$ cat config.mk
export PLATFORM = sky130hd
export DESIGN_NAME = falafel_req_frontend
export DESIGN_NICKNAME = d
export VERILOG_FILES = /design/src/rtl/falafel_req_frontend.sv
export SDC_FILE = /design/constraint.sdc
export NUM_CORES = 1
export LEC_CHECK = 0
export CELL_PAD_IN_SITES_DETAIL_PLACEMENT = 0
export CELL_PAD_IN_SITES_GLOBAL_PLACEMENT = 1
export CORE_AREA = 2 2 211 213
export CTS_CLUSTER_SIZE = 24
export DETAILED_ROUTE_END_ITERATION = 16
export DIE_AREA = 0 0 213 215
export PLACE_DENSITY_LB_ADDON = 0.25
export SYNTH_ARGS = -nofsm -noshare
export SYNTH_HDL_FRONTEND = slang
export SYNTH_SLANG_ARGS = --single-unit
export TNS_END_PERCENT = 20
$ cat constraint.sdc
create_clock -name clk_i -period 7.8 [get_ports clk_i]
set_input_delay 1.56 -clock clk_i [delete_from_list [all_inputs] [get_ports clk_i]]
set_output_delay 1.56 -clock clk_i [all_outputs]
set_load 0.02 [all_outputs]
$ cat src/rtl/falafel_req_frontend.sv
// Multi-client alloc/free frontend for the falafel allocator.
// Round-robin arbitration, one request in flight, trivial requests answered locally.
module falafel_req_frontend #(
  parameter int N_CLIENTS = 4,
  parameter int DATA_W    = 64
) (
  input  logic                        clk_i,
  input  logic                        rst_ni,
  input  logic [N_CLIENTS-1:0]        cl_req_valid_i,
  output logic [N_CLIENTS-1:0]        cl_req_ready_o,
  input  logic [N_CLIENTS-1:0]        cl_req_is_alloc_i,
  input  logic [N_CLIENTS*DATA_W-1:0] cl_req_data_i,
  output logic [N_CLIENTS-1:0]        cl_rsp_valid_o,
  input  logic [N_CLIENTS-1:0]        cl_rsp_ready_i,
  output logic                        cl_rsp_is_write_o,
  output logic [DATA_W-1:0]           cl_rsp_data_o,
  input  logic                        req_alloc_ready_i,
  output logic                        req_alloc_valid_o,
  output logic                        is_alloc_o,
  output logic [DATA_W-1:0]           size_to_allocate_o,
  output logic [DATA_W-1:0]           addr_to_free_o,
  input  logic                        rsp_result_val_i,
  input  logic                        rsp_result_is_write_i,
  input  logic [DATA_W-1:0]           rsp_result_data_i,
  output logic                        result_ready_o
);

  localparam int IDX_W = (N_CLIENTS > 1) ? $clog2(N_CLIENTS) : 1;

  localparam logic [1:0] IDLE     = 2'd0;
  localparam logic [1:0] ISSUE    = 2'd1;
  localparam logic [1:0] WAIT_RSP = 2'd2;
  localparam logic [1:0] RETURN   = 2'd3;

  localparam logic [N_CLIENTS-1:0] ONE = 1;

  logic [1:0]       state;
  logic [IDX_W-1:0] rr_ptr;
  logic [IDX_W-1:0] owner;
  logic [IDX_W-1:0] gnt_idx;
  logic [IDX_W-1:0] scan;
  logic             gnt_any;
  logic             gnt_alloc;
  logic [DATA_W-1:0] gnt_data;
  logic             lat_alloc;
  logic [DATA_W-1:0] lat_data;
  logic [DATA_W-1:0] rsp_data;
  logic             rsp_wr;

  function automatic logic [IDX_W-1:0] wrap_add(
    input logic [IDX_W-1:0] p,
    input int               i
  );
    int s;
    s = int'(p) + i;
    if (s >= N_CLIENTS) s = s - N_CLIENTS;
    return IDX_W'(s);
  endfunction

  always_comb begin
    gnt_any = 1'b0;
    gnt_idx = '0;
    scan    = '0;
    for (int i = 0; i < N_CLIENTS; i++) begin
      scan = wrap_add(rr_ptr, i);
      if (!gnt_any && cl_req_valid_i[scan]) begin
        gnt_any = 1'b1;
        gnt_idx = scan;
      end
    end
  end

  always_comb begin
    gnt_alloc = cl_req_is_alloc_i[gnt_idx];
    gnt_data  = cl_req_data_i[int'(gnt_idx)*DATA_W +: DATA_W];
  end

  // Grant is gated by reset so every output is low while rst_ni is held.
  assign cl_req_ready_o = (rst_ni && state == IDLE && gnt_any)
                        ? (ONE << gnt_idx) : '0;
  assign cl_rsp_valid_o = (state == RETURN) ? (ONE << owner) : '0;

  assign req_alloc_valid_o  = (state == ISSUE);
  assign result_ready_o     = (state == WAIT_RSP);
  assign is_alloc_o         = lat_alloc;
  assign size_to_allocate_o = lat_alloc ? lat_data : '0;
  assign addr_to_free_o     = lat_alloc ? '0 : lat_data;
  assign cl_rsp_data_o      = rsp_data;
  assign cl_rsp_is_write_o  = rsp_wr;

  always_ff @(posedge clk_i or negedge rst_ni) begin
    if (!rst_ni) begin
      state     <= IDLE;
      rr_ptr    <= '0;
      owner     <= '0;
      lat_alloc <= 1'b0;
      lat_data  <= '0;
      rsp_data  <= '0;
      rsp_wr    <= 1'b0;
    end else begin
      unique case (state)
        IDLE: begin
          if (gnt_any) begin
            owner     <= gnt_idx;
            lat_alloc <= gnt_alloc;
            lat_data  <= gnt_data;
            rr_ptr    <= wrap_add(gnt_idx, 1);
            if (gnt_data == '0) begin
              rsp_data <= '0;
              rsp_wr   <= ~gnt_alloc;
              state    <= RETURN;
            end else begin
              state    <= ISSUE;
            end
          end
        end
        ISSUE: begin
          if (req_alloc_ready_i) state <= WAIT_RSP;
        end
        WAIT_RSP: begin
          if (rsp_result_val_i) begin
            rsp_data <= rsp_result_data_i;
            rsp_wr   <= rsp_result_is_write_i;
            state    <= RETURN;
          end
        end
        RETURN: begin
          if (cl_rsp_ready_i[owner]) state <= IDLE;
        end
        default: state <= IDLE;
      endcase
    end
  end

endmodule

==> impl_metrics.py, run 1 <==
metrics = {
    "finish": {
        "fin_nets": 2247,
        "fill_cells": 4468,
        "areaGrowthSynthToFinish_pct": 59.0,
        "drive_gt1_frac": 0.0350,
    },
    "clocking": {
        "cts_resized": 0,
        "ctsHoldBuffers": 0,
        "cts.sinks": 136,
        "cts_tree": "done",
        "htreeDepth": 4,
        "clkTransAtPathRegs_ns": 0.06,
        "cts_setup_buffers": 0,
        "clockRootBuffer": "clkbuf_16",
        "clock_latency_ns": 0.42,
        "cts.path.max_buffers": 2,
        "cts_made_buffers": 17,
    },
    "logic_synthesis": {
        "netlist_area_sq_um": 10800,
        "yosys.cell_count.top_type": "nand2_1",
        "synthTopCellsByCount": "nand2_1 (327), nand3_1 (253), o21ai_0 (149)",
        "synthesis.area_per_instance_sq_um": 7.20,
        "yosysSeqAreaShare": 0.316,
        "synth_cell_types": 45,
        "ys_warn_count": 0,
        "syn_nets": 1841,
        "synth-async-reset-ratio": 1.00,
        "netlist_top_cells_area": "dfrtp_1 (32%), nand3_1 (12%), nand2_1 (11%)",
        "synth-edff-count": 0,
        "syn_inst": 1495,
        "synth_top_cell_by_area": "dfrtp_1",
        "ys.flop_type": "dfrtp_1",
        "synth_top_area_share": 0.316,
        "synth-seq-cells": 136,
    },
    "timing": {
        "hold_violations": 0,
        "timing.hold.ws_ns": 0.490,
        "grt_setup_unrepaired": "no",
        "max_slew.worst_pin.slew_ns": 1.21,
        "layout_min_cycle_time_ns": 6.46,
        "setup_tns_ns": 0,
        "setup-violations-final": 0,
        "max_slew_margin": 0.193,
        "fmax_mhz": 155,
        "maxSlewViolCount": 0,
        "post-route-period-util": 0.828,
        "setup_slack_ns": 1.34,
        "fin_worst_skew_ns": 0.0112,
    },
    "grt": {
        "grt_overflow": 0,
        "grt_pass1_vias": 13100,
        "grt_use_total": 0.232,
        "grt_pass1_wl_mm": 80.8,
        "antenna_found_initial": 3,
        "grt_max_degree": 195,
    },
    "power_and_ir_drop": {
        "p_int_mw": 3.50,
        "power_switching_mw": 3.28,
        "power_per_cell_area_nw_per_um2": 396,
        "combPwrFrac": 0.638,
        "p_leak_nw": 6.48,
        "p_seq_frac": 0.226,
        "power_frac_clock": 0.136,
        "sw_frac_of_total": 0.484,
        "ir_drop_mv": 0.170,
    },
    "worst_setup_path": {
        "crit_chain": "clkdlybuf4s50_1, nand2b_1, o211a_4, nor2_4, inv_2, a211oi_1, o22ai_1, or4_1, or4_2, or2_2, buf_4, a311o_1",
        "crit_buf_inv": 3,
        "critPathSlowestCell": "or4_2",
        "slowest_delay_ns": 0.72,
        "required_ns": 8.10,
        "worstSetupPathType": "input port to flop",
        "r2r-start": "rr_ptr[1]",
        "endpoint_kind": "flop",
        "cp_max_fo": 113,
        "critPathArrivalTime_ns": 6.76,
        "crit_start": "cl_req_valid_i[1]",
        "critPathLaunchType": "input port",
        "critical-path-top-delay-family": "simple AND/OR/NAND/NOR gates",
    },
    "drt": {
        "drt_iter0_drc": 948,
        "wl_per_cell_microns": 21.7,
        "num_vias": 13100,
        "drtPass1Iterations": 5,
        "detail-route-antenna-nets": 0,
        "avgViaCountPerCell": 5.23,
        "wl_mm": 54.5,
        "drc": 0,
    },
    "die": {
        "core_area_sq_um": 43600,
        "rows": 77,
        "die-area_sq_um": 45800,
        "die_h_microns": 215,
        "io_pins": 541,
        "start_util": 0.247,
        "die_w_microns": 213,
    },
    "run": {
        "maxCapViolCount": 0,
    },
    "hold_path": {
        "min_from": "lat_data[58]",
        "hold_class": "flop to flop",
    },
    "placed_design": {
        "gp_congestion": 0.876,
        "hpwl_mm": 39.5,
        "pre_cts_ws_ns": 0.837,
        "port_buffers": 540,
    },
    "status": {
        "outcome": "complete, no violations",
    },
}
final cells by class:
class	instances	area, sq um	share of cell area
multi-input cells	1179	6700	0.392
well taps	592	741	0.0433
diodes	1	2.50	0.000146
repair buffers	557	5570	0.325
clock buffers	21	460	0.0269
flip-flops and latches	136	3410	0.199
clock inverters	11	195	0.0114
inverters	10	37.5	0.00219
registers in the layout, indices dropped and copies added (netlist names):
signal	flops
cl_rsp_data_o	64
lat_data	64
owner	2
rr_ptr	2
state	2
cl_rsp_is_write_o	1
is_alloc_o	1
power groups by stage:
stage	registers (mW)	clock network (mW)	logic (mW)
after floorplan	1.53	0	2.46
after global placement	1.53	0	4.31
after detailed placement	1.56	0	4.36
after CTS	1.55	0.954	4.38
after global routing	1.61	0.982	4.72
final	1.54	0.922	4.33
per-layer routing:
layer	vias up	wire length, microns	track usage
met3	71	3720	0.0542
met1	6284	22600	0.284
met5	-	13	0
li1	6270	-	-
met2	495	26300	0.393
met4	2	1870	0.0851
worst reg2reg max path: stages, from the launching register on:
cell and delay, ns:
dfrtp_1 0.48, and2_4 0.20, o211a_4 0.52, nor2_4 0.38, inv_2 0.19, a211oi_1 0.39
o22ai_1 0.13, or4_1 0.57, or4_2 0.72, or2_2 0.72, buf_4 0.42, a311o_1 0.37
cells by family after synthesis:
| kind of cell | synth area share |
|---|---|
| compound gates | 0.227 |
| mux | 0.00395 |
| flops | 0.316 |
| fa+ha+maj | 0.0105 |
| simple gates | 0.374 |
| buf+inv | 0.0678 |
metrics by stage:
stage | cells | power (mW) | area (sq um) | util
floorplan | 1495 | 3.98 | 10800 | -
global placement | 2474 | 5.84 | 16500 | 0.377
detailed placement | 2474 | 5.91 | 16500 | 0.377
CTS | 2506 | 6.88 | 17100 | 0.392
global route | 2507 | 7.31 | 17100 | 0.392
finish | 2507 | 6.78 | 17100 | 0.392
worst paths after layout:
kind	cells after the start	endpoint	slack, ns
max	12	cl_rsp_data_o[18]	1.34
min	2	lat_data[58]	0.49
max reg2reg	11	cl_rsp_data_o[18]	2.61
min reg2reg	2	lat_data[58]	0.49
max in group asynchronous	2	lat_data[2]	5.18
min in group asynchronous	1	cl_rsp_data_o[30]	1.19
layout by cell type, fill, tap and decap left out, drive strengths merged, types with 7 or more instances in the layout:
master and count:
a22oi 28, o21ai 149, and2 65, clkbuf 21, a311o 65, nand3 253, dfrtp 136, inv 10
a211oi 16, ha 9, clkdlybuf4s50 539, o31ai 8, nor2 7, nand2 327, buf 18, nand4 7
and3 21, o311ai 63, nor2b 66, nor4 65
(Power assumes the default switching activity.)
==> run 2, diff against run 1 <==
CORE_AREA = 2 2 212 214   (was 2 2 211 213)
DIE_AREA = 0 0 214 216   (was 0 0 213 215)
clock period = 6.4 ns   (was 7.8 ns; I/O delays follow)
==> impl_metrics.py, run 2 (synthesized netlist as in run 1, its figures left out) <==
metrics = {
    "drt": {
        "wl_per_cell_microns": 21.9,
        "drc": 0,
        "detail-route-antenna-nets": 0,
        "wl_mm": 55.1,
        "avgViaCountPerCell": 5.21,
        "num_vias": 13100,
        "drtPass1Iterations": 7,
        "drt_iter0_drc": 1052,
    },
    "hold_path": {
        "min_from": "lat_data[52]",
        "hold_class": "flop to flop",
    },
    "placed_design": {
        "place_area_sq_um": 16500,
        "gp_congestion": 0.842,
        "pre_cts_ws_ns": 0.501,
        "port_buffers": 540,
        "hpwl_mm": 40.4,
    },
    "die": {
        "rows": 77,
        "die-area_sq_um": 46200,
        "start_util": 0.246,
        "io_pins": 541,
        "core_area_sq_um": 43800,
        "die_w_microns": 214,
        "die_h_microns": 216,
    },
    "timing": {
        "maxSlewViolCount": 0,
        "layout_min_cycle_time_ns": 5.56,
        "hold_violations": 0,
        "setup-violations-final": 0,
        "fmax_mhz": 180,
        "grt_setup_unrepaired": "no",
        "fin_worst_skew_ns": 0.0162,
        "setup_slack_ns": 0.840,
        "max_slew_margin": 0.210,
        "post-route-period-util": 0.869,
        "setup_tns_ns": 0,
        "max_slew.worst_pin.slew_ns": 1.18,
    },
    "finish": {
        "seqCellArea_sq_um": 3410,
        "fin_util": 0.390,
        "final_common_cell": "clkdlybuf4s50_1",
        "fill_cells": 4554,
        "fin_nets": 2249,
        "mostFrequentLayoutCells": "clkdlybuf4s50_1 (539), nand2_1 (327), nand3_1 (253)",
        "multiInputGateArea_sq_um": 6700,
        "finalInstanceArea_sq_um": 17100,
        "drive_gt1_frac": 0.0371,
        "areaGrowthSynthToFinish_pct": 58.9,
    },
    "clocking": {
        "cts.path.max_buffers": 2,
        "htreeDepth": 4,
        "clkTransAtPathRegs_ns": 0.06,
        "cts_resized": 0,
        "cts_setup_buffers": 0,
        "cts_made_buffers": 17,
        "clockRootBuffer": "clkbuf_16",
        "cts.sinks": 136,
        "ctsHoldBuffers": 0,
        "cts_tree": "done",
        "clock_latency_ns": 0.43,
    },
    "grt": {
        "grt_max_degree": 189,
        "grt_use_total": 0.231,
        "antenna_found_initial": 9,
        "grt_overflow": 0,
        "grt_pass1_vias": 12900,
        "grt_pass1_wl_mm": 82.4,
    },
    "worst_setup_path": {
        "worstSetupPathType": "input port to flop",
        "cp_max_fo": 112,
        "endpoint_kind": "flop",
        "r2r-start": "rr_ptr[1]",
        "critPathLaunchType": "input port",
        "critPathArrivalTime_ns": 5.87,
        "required_ns": 6.71,
        "reg2reg_slack_ns": 1.68,
        "crit_start": "cl_req_valid_i[1]",
    },
    "power_and_ir_drop": {
        "p_leak_nw": 6.47,
        "power_per_cell_area_nw_per_um2": 479,
        "ir_drop_mv": 0.195,
    },
    "status": {
        "outcome": "complete, no violations",
    },
    "run": {
        "maxCapViolCount": 0,
    },
}
[run 2: cell types whose count changed in the layout (fill, tap and decap cells not counted), sizes merged]
cell      previous run  this run
clkinv               3         5
clkinvlp             3         5
diode                1         6
buf                 18        20
bufinv               5         3
clkbuf              21        19
[run 2: per-stage QoR]
step                      total power, mW  cells  hold WS (ns)
final                                8.20   2514         0.492
after global routing                 8.83   2513         0.525
after CTS                            8.29   2508         0.497
after detailed placement             7.22   2476         0.481
after global placement               7.12   2476         0.473
after floorplan                      4.85   1495         0.452
[run 2: cell type report]
cell class | count | area share
multi-input cells | 1179 | 0.392
well taps | 592 | 0.0433
clock inverters | 13 | 0.00892
diodes | 6 | 0.000878
repair buffers | 559 | 0.327
clock buffers | 19 | 0.0265
flip-flops and latches | 136 | 0.199
inverters | 10 | 0.00219
[run 2: final timing paths]
| path | to | cells after the start |
|---|---|---|
| max | cl_rsp_data_o[38] | 12 |
| min in group asynchronous | cl_rsp_data_o[33] | 1 |
| min | lat_data[52] | 2 |
| min reg2reg | lat_data[52] | 2 |
| max reg2reg | cl_rsp_data_o[38] | 12 |
| max in group asynchronous | rr_ptr[0] | 3 |
[run 2: power breakdown]
group | switching (mW) | internal (mW)
Sequential | 0.544 | 1.32
Combinational | 3.06 | 2.24
Clock | 0.411 | 0.630
[run 2: per-layer routing]
| layer | routed length (microns) | vias up | global-route usage |
|---|---|---|---|
| met2 | 27100 | 489 | 0.386 |
| li1 | - | 6272 | - |
| met4 | 1430 | 4 | 0.0795 |
| met1 | 22600 | 6266 | 0.287 |
| met3 | 3890 | 62 | 0.0627 |
| met5 | 27 | - | 0 |
[run 2: worst max-delay path, stage by stage]
cell,delay (ns)
clkdlybuf4s50_1,0.63
nand2b_1,0.20
o211ai_1,0.42
buf_12,0.40
nand3_1,0.18
nand3_1,0.15
a22oi_1,0.37
nand4_1,0.27
or4_2,0.71
or2_2,0.31
buf_4,0.36
a311o_1,0.46
